`config.mk`:
```
export PLATFORM = sky130hd
export DESIGN_NAME = fp_mul_div_seq
export DESIGN_NICKNAME = d
export VERILOG_FILES = /design/src/rtl/fp_mul_div_seq.sv
export SDC_FILE = /design/constraint.sdc
export NUM_CORES = 1
export LEC_CHECK = 0
export ABC_AREA = 1
export ABC_CLOCK_PERIOD_IN_PS = 5700
export BUFFER_PORTS_ARGS = -buffer_cell sky130_fd_sc_hd__buf_2
export CAP_MARGIN = 20
export CORE_MARGIN = 2
export CORE_UTILIZATION = 25
export DETAILED_ROUTE_END_ITERATION = 12
export HOLD_SLACK_MARGIN = 0.15
export PLACE_DENSITY_LB_ADDON = 0.15
export SYNTH_ARGS = -nofsm -noshare
export SYNTH_HDL_FRONTEND = slang
export SYNTH_SLANG_ARGS = --single-unit
```
`constraint.sdc`:
```
create_clock -name clk -period 5.7 [get_ports clk]
set_input_delay 1.14 -clock clk [delete_from_list [all_inputs] [get_ports clk]]
set_output_delay 1.14 -clock clk [all_outputs]
set_load 0.03 [all_outputs]
```
`src/rtl/fp_mul_div_seq.sv`:
```
// Sequential IEEE-754-style multiply / divide unit.
// Shift-add multiply or restoring divide, then round-to-nearest-even.
module fp_mul_div_seq #(
    parameter int EXP_W = 8,
    parameter int MAN_W = 23
) (
    input  logic                   clk,
    input  logic                   arst,
    input  logic                   en,
    input  logic                   sel,
    input  logic [EXP_W+MAN_W:0]   a,
    input  logic [EXP_W+MAN_W:0]   b,
    input  logic                   in_valid,
    output logic                   in_ready,
    output logic [EXP_W+MAN_W:0]   R,
    output logic                   out_valid,
    input  logic                   out_ready,
    output logic                   io_flag,
    output logic                   dz_flag,
    output logic                   of_flag,
    output logic                   uf_flag,
    output logic                   i_flag
);

    localparam int W  = 1 + EXP_W + MAN_W;
    localparam int P  = MAN_W + 1;
    localparam int EW = EXP_W + 3;
    localparam int CW = $clog2(P + 1) + 1;

    localparam logic signed [EW-1:0] BIAS = EW'((1 << (EXP_W - 1)) - 1);
    localparam logic signed [EW-1:0] EMAX = EW'((1 << EXP_W) - 1);
    localparam logic signed [EW-1:0] ONE  = EW'(1);
    localparam logic signed [EW-1:0] ZERO = '0;
    localparam logic [CW-1:0]        LAST = CW'(P);
    localparam logic [CW-1:0]        RND1 = CW'(1);

    localparam logic [W-1:0] QNAN =
        {1'b0, {EXP_W{1'b1}}, 1'b1, {(MAN_W-1){1'b0}}};

    typedef enum logic [1:0] {IDLE, CALC, ROUND, DONE} state_t;

    state_t state_q, state_d;

    logic                   op_q, op_d;
    logic                   sgn_q, sgn_d;
    logic                   spc_q, spc_d;
    logic [W-1:0]           spr_q, spr_d;
    logic [4:0]             spf_q, spf_d;
    logic signed [EW-1:0]   exp_q, exp_d;
    logic [2*P-1:0]         acc_q, acc_d;
    logic [2*P-1:0]         x_q, x_d;
    logic [P-1:0]           y_q, y_d;
    logic [CW-1:0]          cnt_q, cnt_d;
    logic [MAN_W-1:0]       m_q, m_d;
    logic signed [EW-1:0]   e_q, e_d;
    logic                   ix_q, ix_d;
    logic [W-1:0]           r_q, r_d;
    logic [4:0]             fl_q, fl_d;

    // operand field decode
    logic [EXP_W-1:0]     ea, eb;
    logic [MAN_W-1:0]     fa, fb;
    logic [P-1:0]         ma, mb;
    logic signed [EW-1:0] ea_s, eb_s;
    logic                 a_nan, b_nan, a_inf, b_inf, a_zero, b_zero;
    logic                 a_snan, b_snan, s_in, lt;

    assign ea     = a[W-2:MAN_W];
    assign eb     = b[W-2:MAN_W];
    assign fa     = a[MAN_W-1:0];
    assign fb     = b[MAN_W-1:0];
    assign ma     = {1'b1, fa};
    assign mb     = {1'b1, fb};
    assign ea_s   = {3'b000, ea};
    assign eb_s   = {3'b000, eb};
    assign a_nan  = (&ea) & (|fa);
    assign b_nan  = (&eb) & (|fb);
    assign a_inf  = (&ea) & ~(|fa);
    assign b_inf  = (&eb) & ~(|fb);
    assign a_zero = ~(|ea);
    assign b_zero = ~(|eb);
    assign a_snan = a_nan & ~fa[MAN_W-1];
    assign b_snan = b_nan & ~fb[MAN_W-1];
    assign s_in   = a[W-1] ^ b[W-1];
    assign lt     = ma < mb;

    // special-operand result, decided at capture time
    logic         spc_n;
    logic [W-1:0] spr_n;
    logic [4:0]   spf_n;
    logic [W-1:0] inf_n, zero_n;

    assign inf_n  = {s_in, {EXP_W{1'b1}}, {MAN_W{1'b0}}};
    assign zero_n = {s_in, {(W-1){1'b0}}};

    // classify NaN / infinity / zero operand combinations
    always_comb begin
        spc_n = 1'b1;
        spr_n = QNAN;
        spf_n = 5'b00000;
        if (a_nan | b_nan) begin
            spf_n = {a_snan | b_snan, 4'b0000};
        end else if (!sel) begin
            if ((a_inf & b_zero) | (a_zero & b_inf)) begin
                spf_n = 5'b10000;
            end else if (a_inf | b_inf) begin
                spr_n = inf_n;
            end else if (a_zero | b_zero) begin
                spr_n = zero_n;
            end else begin
                spc_n = 1'b0;
            end
        end else begin
            if ((a_zero & b_zero) | (a_inf & b_inf)) begin
                spf_n = 5'b10000;
            end else if (b_zero) begin
                spr_n = inf_n;
                spf_n = {1'b0, ~a_inf, 3'b000};
            end else if (a_inf) begin
                spr_n = inf_n;
            end else if (a_zero | b_inf) begin
                spr_n = zero_n;
            end else begin
                spc_n = 1'b0;
            end
        end
    end

    // normalise raw product / quotient and apply round-half-even
    logic [P-1:0]         man;
    logic                 g, st;
    logic signed [EW-1:0] e_n, e_r;
    logic [P:0]           m_sum;
    logic [MAN_W-1:0]     frac;

    always_comb begin
        if (op_q) begin
            man = acc_q[P:1];
            g   = acc_q[0];
            st  = |x_q;
            e_n = exp_q;
        end else if (acc_q[2*P-1]) begin
            man = acc_q[2*P-1:P];
            g   = acc_q[P-1];
            st  = |acc_q[P-2:0];
            e_n = exp_q + ONE;
        end else begin
            man = acc_q[2*P-2:P-1];
            g   = acc_q[P-2];
            st  = |acc_q[P-3:0];
            e_n = exp_q;
        end
        m_sum = {1'b0, man} + {{P{1'b0}}, g & (st | man[0])};
        frac  = m_sum[P] ? m_sum[MAN_W:1] : m_sum[MAN_W-1:0];
        e_r   = m_sum[P] ? e_n + ONE : e_n;
    end

    // datapath next-state: capture, iterate, round, publish
    logic           ge;
    logic [2*P-1:0] rem;

    always_comb begin
        op_d  = op_q;
        sgn_d = sgn_q;
        spc_d = spc_q;
        spr_d = spr_q;
        spf_d = spf_q;
        exp_d = exp_q;
        acc_d = acc_q;
        x_d   = x_q;
        y_d   = y_q;
        cnt_d = cnt_q;
        m_d   = m_q;
        e_d   = e_q;
        ix_d  = ix_q;
        r_d   = r_q;
        fl_d  = fl_q;
        ge    = x_q >= {{P{1'b0}}, y_q};
        rem   = ge ? x_q - {{P{1'b0}}, y_q} : x_q;
        unique case (state_q)
            IDLE: begin
                if (in_valid) begin
                    op_d  = sel;
                    sgn_d = s_in;
                    spc_d = spc_n;
                    spr_d = spr_n;
                    spf_d = spf_n;
                    acc_d = '0;
                    y_d   = mb;
                    cnt_d = '0;
                    if (sel) begin
                        x_d   = lt ? {{(P-1){1'b0}}, ma, 1'b0}
                                   : {{P{1'b0}}, ma};
                        exp_d = ea_s - eb_s + BIAS - (lt ? ONE : ZERO);
                    end else begin
                        x_d   = {{P{1'b0}}, ma};
                        exp_d = ea_s + eb_s - BIAS;
                    end
                end
            end
            CALC: begin
                cnt_d = (cnt_q == LAST) ? '0 : cnt_q + RND1;
                if (op_q) begin
                    acc_d = {acc_q[2*P-2:0], ge};
                    x_d   = {rem[2*P-2:0], 1'b0};
                end else begin
                    acc_d = y_q[0] ? acc_q + x_q : acc_q;
                    x_d   = {x_q[2*P-2:0], 1'b0};
                    y_d   = {1'b0, y_q[P-1:1]};
                end
            end
            ROUND: begin
                if (cnt_q == '0) begin
                    m_d   = frac;
                    e_d   = e_r;
                    ix_d  = g | st;
                    cnt_d = RND1;
                end else if (spc_q) begin
                    r_d  = spr_q;
                    fl_d = spf_q;
                end else if (e_q >= EMAX) begin
                    r_d  = {sgn_q, {EXP_W{1'b1}}, {MAN_W{1'b0}}};
                    fl_d = 5'b00101;
                end else if (e_q <= ZERO) begin
                    r_d  = {sgn_q, {(W-1){1'b0}}};
                    fl_d = 5'b00011;
                end else begin
                    r_d  = {sgn_q, e_q[EXP_W-1:0], m_q};
                    fl_d = {4'b0000, ix_q};
                end
            end
            DONE: begin
            end
        endcase
    end

    // datapath registers, frozen while en is low
    always_ff @(posedge clk or negedge arst) begin
        if (!arst) begin
            op_q  <= 1'b0;
            sgn_q <= 1'b0;
            spc_q <= 1'b0;
            spr_q <= '0;
            spf_q <= '0;
            exp_q <= '0;
            acc_q <= '0;
            x_q   <= '0;
            y_q   <= '0;
            cnt_q <= '0;
            m_q   <= '0;
            e_q   <= '0;
            ix_q  <= 1'b0;
            r_q   <= '0;
            fl_q  <= '0;
        end else if (en) begin
            op_q  <= op_d;
            sgn_q <= sgn_d;
            spc_q <= spc_d;
            spr_q <= spr_d;
            spf_q <= spf_d;
            exp_q <= exp_d;
            acc_q <= acc_d;
            x_q   <= x_d;
            y_q   <= y_d;
            cnt_q <= cnt_d;
            m_q   <= m_d;
            e_q   <= e_d;
            ix_q  <= ix_d;
            r_q   <= r_d;
            fl_q  <= fl_d;
        end
    end

    // FSM state register
    always_ff @(posedge clk or negedge arst) begin
        if (!arst) begin
            state_q <= IDLE;
        end else if (en) begin
            state_q <= state_d;
        end
    end

    // FSM next state; ROUND spends two cycles (round, then range check)
    always_comb begin
        state_d = state_q;
        unique case (state_q)
            IDLE:  if (in_valid) state_d = CALC;
            CALC:  if (cnt_q == LAST) state_d = ROUND;
            ROUND: if (cnt_q == RND1) state_d = DONE;
            DONE:  if (out_ready) state_d = IDLE;
        endcase
    end

    // FSM outputs and result ports
    always_comb begin
        in_ready  = (state_q == IDLE);
        out_valid = (state_q == DONE);
        R         = r_q;
        io_flag   = fl_q[4];
        dz_flag   = fl_q[3];
        of_flag   = fl_q[2];
        uf_flag   = fl_q[1];
        i_flag    = fl_q[0];
    end

endmodule
```
Yosys cells after proc, flatten, opt, wreduce, memory -nomap -nowiden
Cells that the tools add are included.
{"block": "word_totals", "reg_bits": 251, "input_bits": 70, "out_inout_bits": 39}
{"block": "op_classes", "add_sub_neg": 11, "magnitude_cmp": 4, "eq_ne": 12, "n_mux": 63, "bitwise_logic": 29, "reduce_logical": 21}
{"op": "2-to-1 mux 32 bit", "n": 10}
{"op": "2-to-1 mux 48 bit", "n": 5}
{"op": "case mux 48 bit (2 select lines)", "n": 2}
{"op": "2-to-1 mux 24 bit", "n": 4}
{"op": "OR reduction 23 bit", "n": 3}
{"op": "2-to-1 mux 31 bit", "n": 2}
{"op": "2-to-1 mux 25 bit", "n": 2}
{"op": "adder 48 bit", "n": 1}
{"op": ">= comparator 48 x 24 -> 1 bit", "n": 1}
{"op": "case mux 24 bit (2 select lines)", "n": 1}
{"op": "OR reduction 48 bit", "n": 1}
{"op": "2-to-1 mux 47 bit", "n": 1}
{"op": "subtractor 47 x 24 -> 47 bit", "n": 1}
{"op": "2-to-1 mux 11 bit", "n": 4}
{"op": "adder 24 x 1 -> 25 bit", "n": 1}
{"op": "2-to-1 mux 5 bit", "n": 5}
{"op": "less-than comparator 24 bit", "n": 1}
{"op": "2-to-1 mux 23 bit", "n": 1}
{"op": "adder 11 x 2 -> 11 bit, second input constant", "n": 2}
{"op": "OR reduction 22 bit", "n": 1}
{"op": "2-to-1 mux 6 bit", "n": 3}
{"op": "case mux 6 bit (3 select lines)", "n": 1}
{"op": "AND reduction 8 bit", "n": 2}
{"op": "OR reduction 8 bit", "n": 2}
{"op": "31 further kinds", "n": 83}

Longest topological paths before layout
{"block": "logic_depth", "depth_word": 10, "ltp_mapped": 25}

Worst setup path after synthesis
Ideal clock, no wire load.
{"block": "synth_timing", "path_type": "input to register", "start": "input b[21]", "end": "register exp_q[7]", "setup_time_ns": 0.065, "t_arrival_ns": 4.080, "required_time_ns": 5.635, "path_slack_ns": 1.556, "path_stages": 22, "path_buffers": 1, "cell_sequence": "inv_1 -> ha_1 -> a21o_1 -> a21oi_1 -> nand2_1 -> a21oi_1 -> clkbuf_1 -> nand2_1 -> ha_1 -> ha_1 -> fa_1 -> nand2_1 -> nand2_1 -> a21o_1 -> nand2_1 -> nand2_1 -> a21o_1 -> a21oi_1 -> o21ai_0 -> nand2_1 -> nand2_1 -> nand2_1"}
{"block": "synth_via", "elab_chain_len": 4}
{"element": "from (decl)", "line": "12", "source": "input logic [EXP_W+MAN_W:0] b,"}
{"element": "less-than comparator 24 bit", "line": "85", "source": "assign lt = ma < mb;"}
{"element": "2-to-1 mux 1 bit", "line": "194", "source": "exp_d = ea_s - eb_s + BIAS - (lt ? ONE : ZERO);"}
{"element": "subtractor 10 x 2 -> 11 bit", "line": "194"}
{"element": "2-to-1 mux 11 bit", "line": "191", "source": "if (sel) begin"}
{"element": "to (signal assigned)", "line": "261", "source": "exp_q <= exp_d;"}
{"element": "to (decl)", "line": "49", "source": "logic signed [EW-1:0] exp_q, exp_d;"}
No other way between the ends.
A chain may end at the register's enable or synchronous reset.

Worst setup path in the final report
{"block": "layout_timing", "start": "register x_q[0]", "end": "register x_q[22]"}
{"block": "layout_via", "elab_chain_len": 4, "word_cells_on_any_way": 5}
{"element": "from (decl)", "line": "51", "source": "logic [2*P-1:0] x_q, x_d;"}
{"element": "from (signal assigned)", "line": "247", "source": "x_q <= '0;"}
{"element": "from (signal assigned)", "line": "263", "source": "x_q <= x_d;"}
{"element": "subtractor 47 x 24 -> 47 bit / >= comparator 48 x 24 -> 1 bit (equally long branches)", "line": "179, 178"}
{"element": "2-to-1 mux 47 bit *", "line": "179", "source": "rem = ge ? x_q - {{P{1'b0}}, y_q} : x_q;"}
{"element": "2-to-1 mux 48 bit *", "line": "203", "source": "if (op_q) begin"}
{"element": "case mux 48 bit (2 select lines) *", "line": "180", "source": "unique case (state_q)"}
Mark *: on every way between the ends. The rest lies on a longest branch, timed or not.

==> reports/results.tsv <==
metric	value	unit
status	finished, final reports clean	
H-Tree Depth	1	
cts hold-fix bufs	0	
Fmax	257	MHz
Max Slew Vio Count	0	
die area	0.0833	mm²
Avg Inst Size Synth	6.17	µm²
Clk network pwr share	15.4	%
Initial Util	25.2	%
fin crit period	3.89	ns
Final Cell Area	0.0230	mm²
Cells after Synth	3283	
syn nets	3492	
vias in the first global route	19700	
WS Path Type	reg -> reg	
pwr dens	581	mW/mm²
Post-route DRC	0	
Slew @ Worst Pin	1.05	ns
CTS tree	built	
Sw Share	55.2	%
n_diodes	0	
Post-synth top flop	dfrtp_1	
Die Span X	289	µm
Fin Setup TNS	0	ns
endpoints failing setup	0	
Filler Cells Inserted	9178	
final wirelength	77600	µm
share of post-route cells with drive strength above 1	7.05	%
NetSw	7.36	mW
core area	0.0804	mm²
RSZ-0062 raised after global routing	no	
Antenna Nets Post-Route	0	
P&R area growth vs syn	13.4	%
Final HPWL DP	62700	µm
Seq pwr share	22.7	%
FF-to-FF End	x_q[22]$_DFFE_PN0P_	
VDD IR max	0.319	mV
Critical Path End	x_q[22]$_DFFE_PN0P_	
Clock Tree Buf Depth	3	
mapped cell area	0.0203	mm²
Total GRT Usage	18.3	%
Pleak	12.0	nW
Layout Nets	3566	
area of the multi-input gates	0.0126	mm²
Cell Int Power	5.98	mW
clk_lat worst skew	0.61	ns
worst relative slew slack	29.9	%
Clk pin slew, worst setup/hold paths	0.06	ns
Seq/Total Area, Yosys	27.1	%
CP startpoint kind	flop	
Synth async-reset ratio	100	%
port bufs	108	
Initial DRT Pass Iterations	5	
largest net degree at the start of global routing	97	
Yosys warnings	0	
Worst Clk Skew	0.0440	ns
power share of the combinational group	61.9	%
Storage cell area	0.00548	mm²
RD Place Congestion	0.920	
R2R Path Start	x_q[0]$_DFFE_PN0P_	
row cnt	104	
PostCTS Resize Cnt	0	
CTS Sinks	219	
critical path data arrival time	4.40	ns
DR vias/cell	4.66	
reg2reg path depth	18	
first-pass GRT wire length	119000	µm
Pwr Total	13.3	mW
Period Utilization, post-route	68.2	%
die height	289	µm
Root Buffer	clkbuf_16	
critical path launch point	x_q[0]$_DFFE_PN0P_	
Req. time, crit path	6.21	ns
Unique masters post-synth	58	
worst-path maximum fanout	25	
CTS buffer count	29	
post-place instance area	0.0219	mm²
initial antenna violation count	0	
DR WL/cell	17.5	µm
Post-synth EDFFs	0	
type of the most critical hold path	reg -> reg	
grt ovf	0	
Fin. Hold Viols	0	
flop and latch count out of synthesis	219	
post-CTS setup buffer count	0	
max_cap viols	0	
Vias	20700	
initial DRC count	1581	
I/O Pins	109	
r2r setup slk	1.81	ns
crit end category	flop	
==> flip-flops by register name (all words and copies together) (netlist names) <==
register,flops
m_q,23
state_q,2
sgn_q,1
y_q,24
x_q,48
spc_q,1
spf_q,2
acc_q,48
ix_q,1
spr_q,3
op_q,1
R,32
fl_q,5
e_q,11
cnt_q,6
exp_q,11
==> cells in the mapped netlist (6+ instances only) <==
master | instances | area share, %
nand2_2 | 11 | 0.34
nand3_1 | 229 | 5.7
a22o_1 | 7 | 0.30
nand3_2 | 12 | 0.59
o211ai_1 | 37 | 1.4
buf_2 | 12 | 0.30
nor2_2 | 8 | 0.25
nand2_1 | 1140 | 21
o31ai_1 | 6 | 0.22
o21bai_1 | 11 | 0.41
inv_1 | 461 | 8.5
nand4_1 | 89 | 2.7
a31oi_1 | 6 | 0.19
o21ai_1 | 7 | 0.17
o22ai_1 | 8 | 0.25
a21o_1 | 8 | 0.30
xor2_1 | 26 | 1.1
nor4_1 | 10 | 0.31
dfrtp_1 | 219 | 27
nor2_1 | 315 | 5.8
nor2_4 | 6 | 0.33
nor3_1 | 33 | 0.82
ha_1 | 134 | 8.3
o21ai_0 | 199 | 4.9
a21oi_1 | 134 | 3.3
clkbuf_1 | 57 | 1.1
xnor2_1 | 26 | 1.1
==> stage by stage <==
| stage | std cells | utilization, % | hold slack [ns] | worst slack [ns] |
|---|---|---|---|---|
| 2_1_floorplan | 3283 | - | 0.449 | 1.56 |
| 3_3_place_gp | 4385 | 27.3 | 0.461 | 1.41 |
| 3_5_place_dp | 4385 | 27.3 | 0.467 | 1.44 |
| 4_1_cts | 4437 | 28.6 | 0.482 | 1.88 |
| 5_1_grt | 4438 | 28.6 | 0.504 | 1.60 |
| 6_report | 4438 | 28.6 | 0.477 | 1.81 |
==> worst max-delay path, cell delays in order, from the launching register on <==
cell	delay [ns]
dfrtp_1	0.43
inv_1	0.14
ha_1	0.25
fa_1	0.42
inv_1	0.15
nand3_1	0.09
nand2_1	0.19
nand2_1	0.07
nand2_1	0.17
nand2_1	0.09
nand3_1	0.17
inv_1	0.17
nand2_1	0.24
nand2_1	0.63
nand2_1	0.23
nand3_1	0.12
nand2_1	0.10
nand2_1	0.06
nand2_1	0.07
==> power by group through the flow <==
| stage | clock (mW) | sequential, mW | combinational (mW) |
|---|---|---|---|
| 6_report | 2.06 | 3.03 | 8.25 |
| 5_1_grt | 2.16 | 3.11 | 9.38 |
| 4_1_cts | 2.10 | 3.02 | 8.27 |
| 3_5_place_dp | 0 | 3.04 | 8.23 |
| 3_3_place_gp | 0 | 3.05 | 8.26 |
| 2_1_floorplan | 0 | 2.73 | 5.87 |
==> cell usage in the layout, fill, tap and decap left out, drive strengths merged, types with 2 or more instances in the layout <==
master and n:
a21boi 7, a21o 8, a21oi 134, a22o 7, a22oi 2, a31oi 6, and2 4, buf 129
bufinv 5, clkbuf 42, clkinv 3, clkinvlp 2, dfrtp 219, fa 5, ha 134, inv 467
nand2 1153, nand3 241, nand3b 4, nand4 89, nor2 329, nor3 36, nor4 10, o211ai 38
o21a 4, o21ai 208, o21bai 11, o22ai 8, o31ai 6, or2 5, xnor2 26, xor2 26
==> layout make-up <==
type	count	area share (%)
multi-input combinational	2511	55.0
sequential	219	23.9
inverter	467	7.63
tap	1060	5.77
clock buffer	42	3.68
timing repair buffer	129	3.17
clock inverter	10	0.850
==> metal layers <==
metal,wire length [µm],GRT usage (%)
met5,0,0
met1,39000,26.7
met2,34500,29.3
met3,2420,1.45
met4,1730,3.79
==> logic make-up (layout without fill, tap and decap cells) <==
group | after synthesis | count (layout) | share of synthesized area (%)
XOR/XNOR | 52 | 52 | 2.25
AO/OA/AOI/OAI | 446 | 446 | 12.4
adder cells (fa/ha/maj) | 139 | 139 | 8.77
flip-flops | 219 | 219 | 27.1
AND/OR/NAND/NOR | 1874 | 1874 | 38.8
buffers and inverters | 553 | 648 | 10.7
==> worst min path at each step <==
stage / from / endpoint / cells past startpoint
final: R[18]$_DFFE_PN0P_ / R[18]$_DFFE_PN0P_ / 2
after global routing: e_q[9]$_DFFE_PN0P_ / e_q[9]$_DFFE_PN0P_ / 2
after CTS: R[17]$_DFFE_PN0P_ / R[17]$_DFFE_PN0P_ / 2
after detailed placement: m_q[3]$_DFFE_PN0P_ / m_q[3]$_DFFE_PN0P_ / 2
after global placement: fl_q[0]$_DFFE_PN0P_ / fl_q[0]$_DFFE_PN0P_ / 2
after floorplan: m_q[11]$_DFFE_PN0P_ / m_q[11]$_DFFE_PN0P_ / 2
Power figures use the tool's default switching activity.
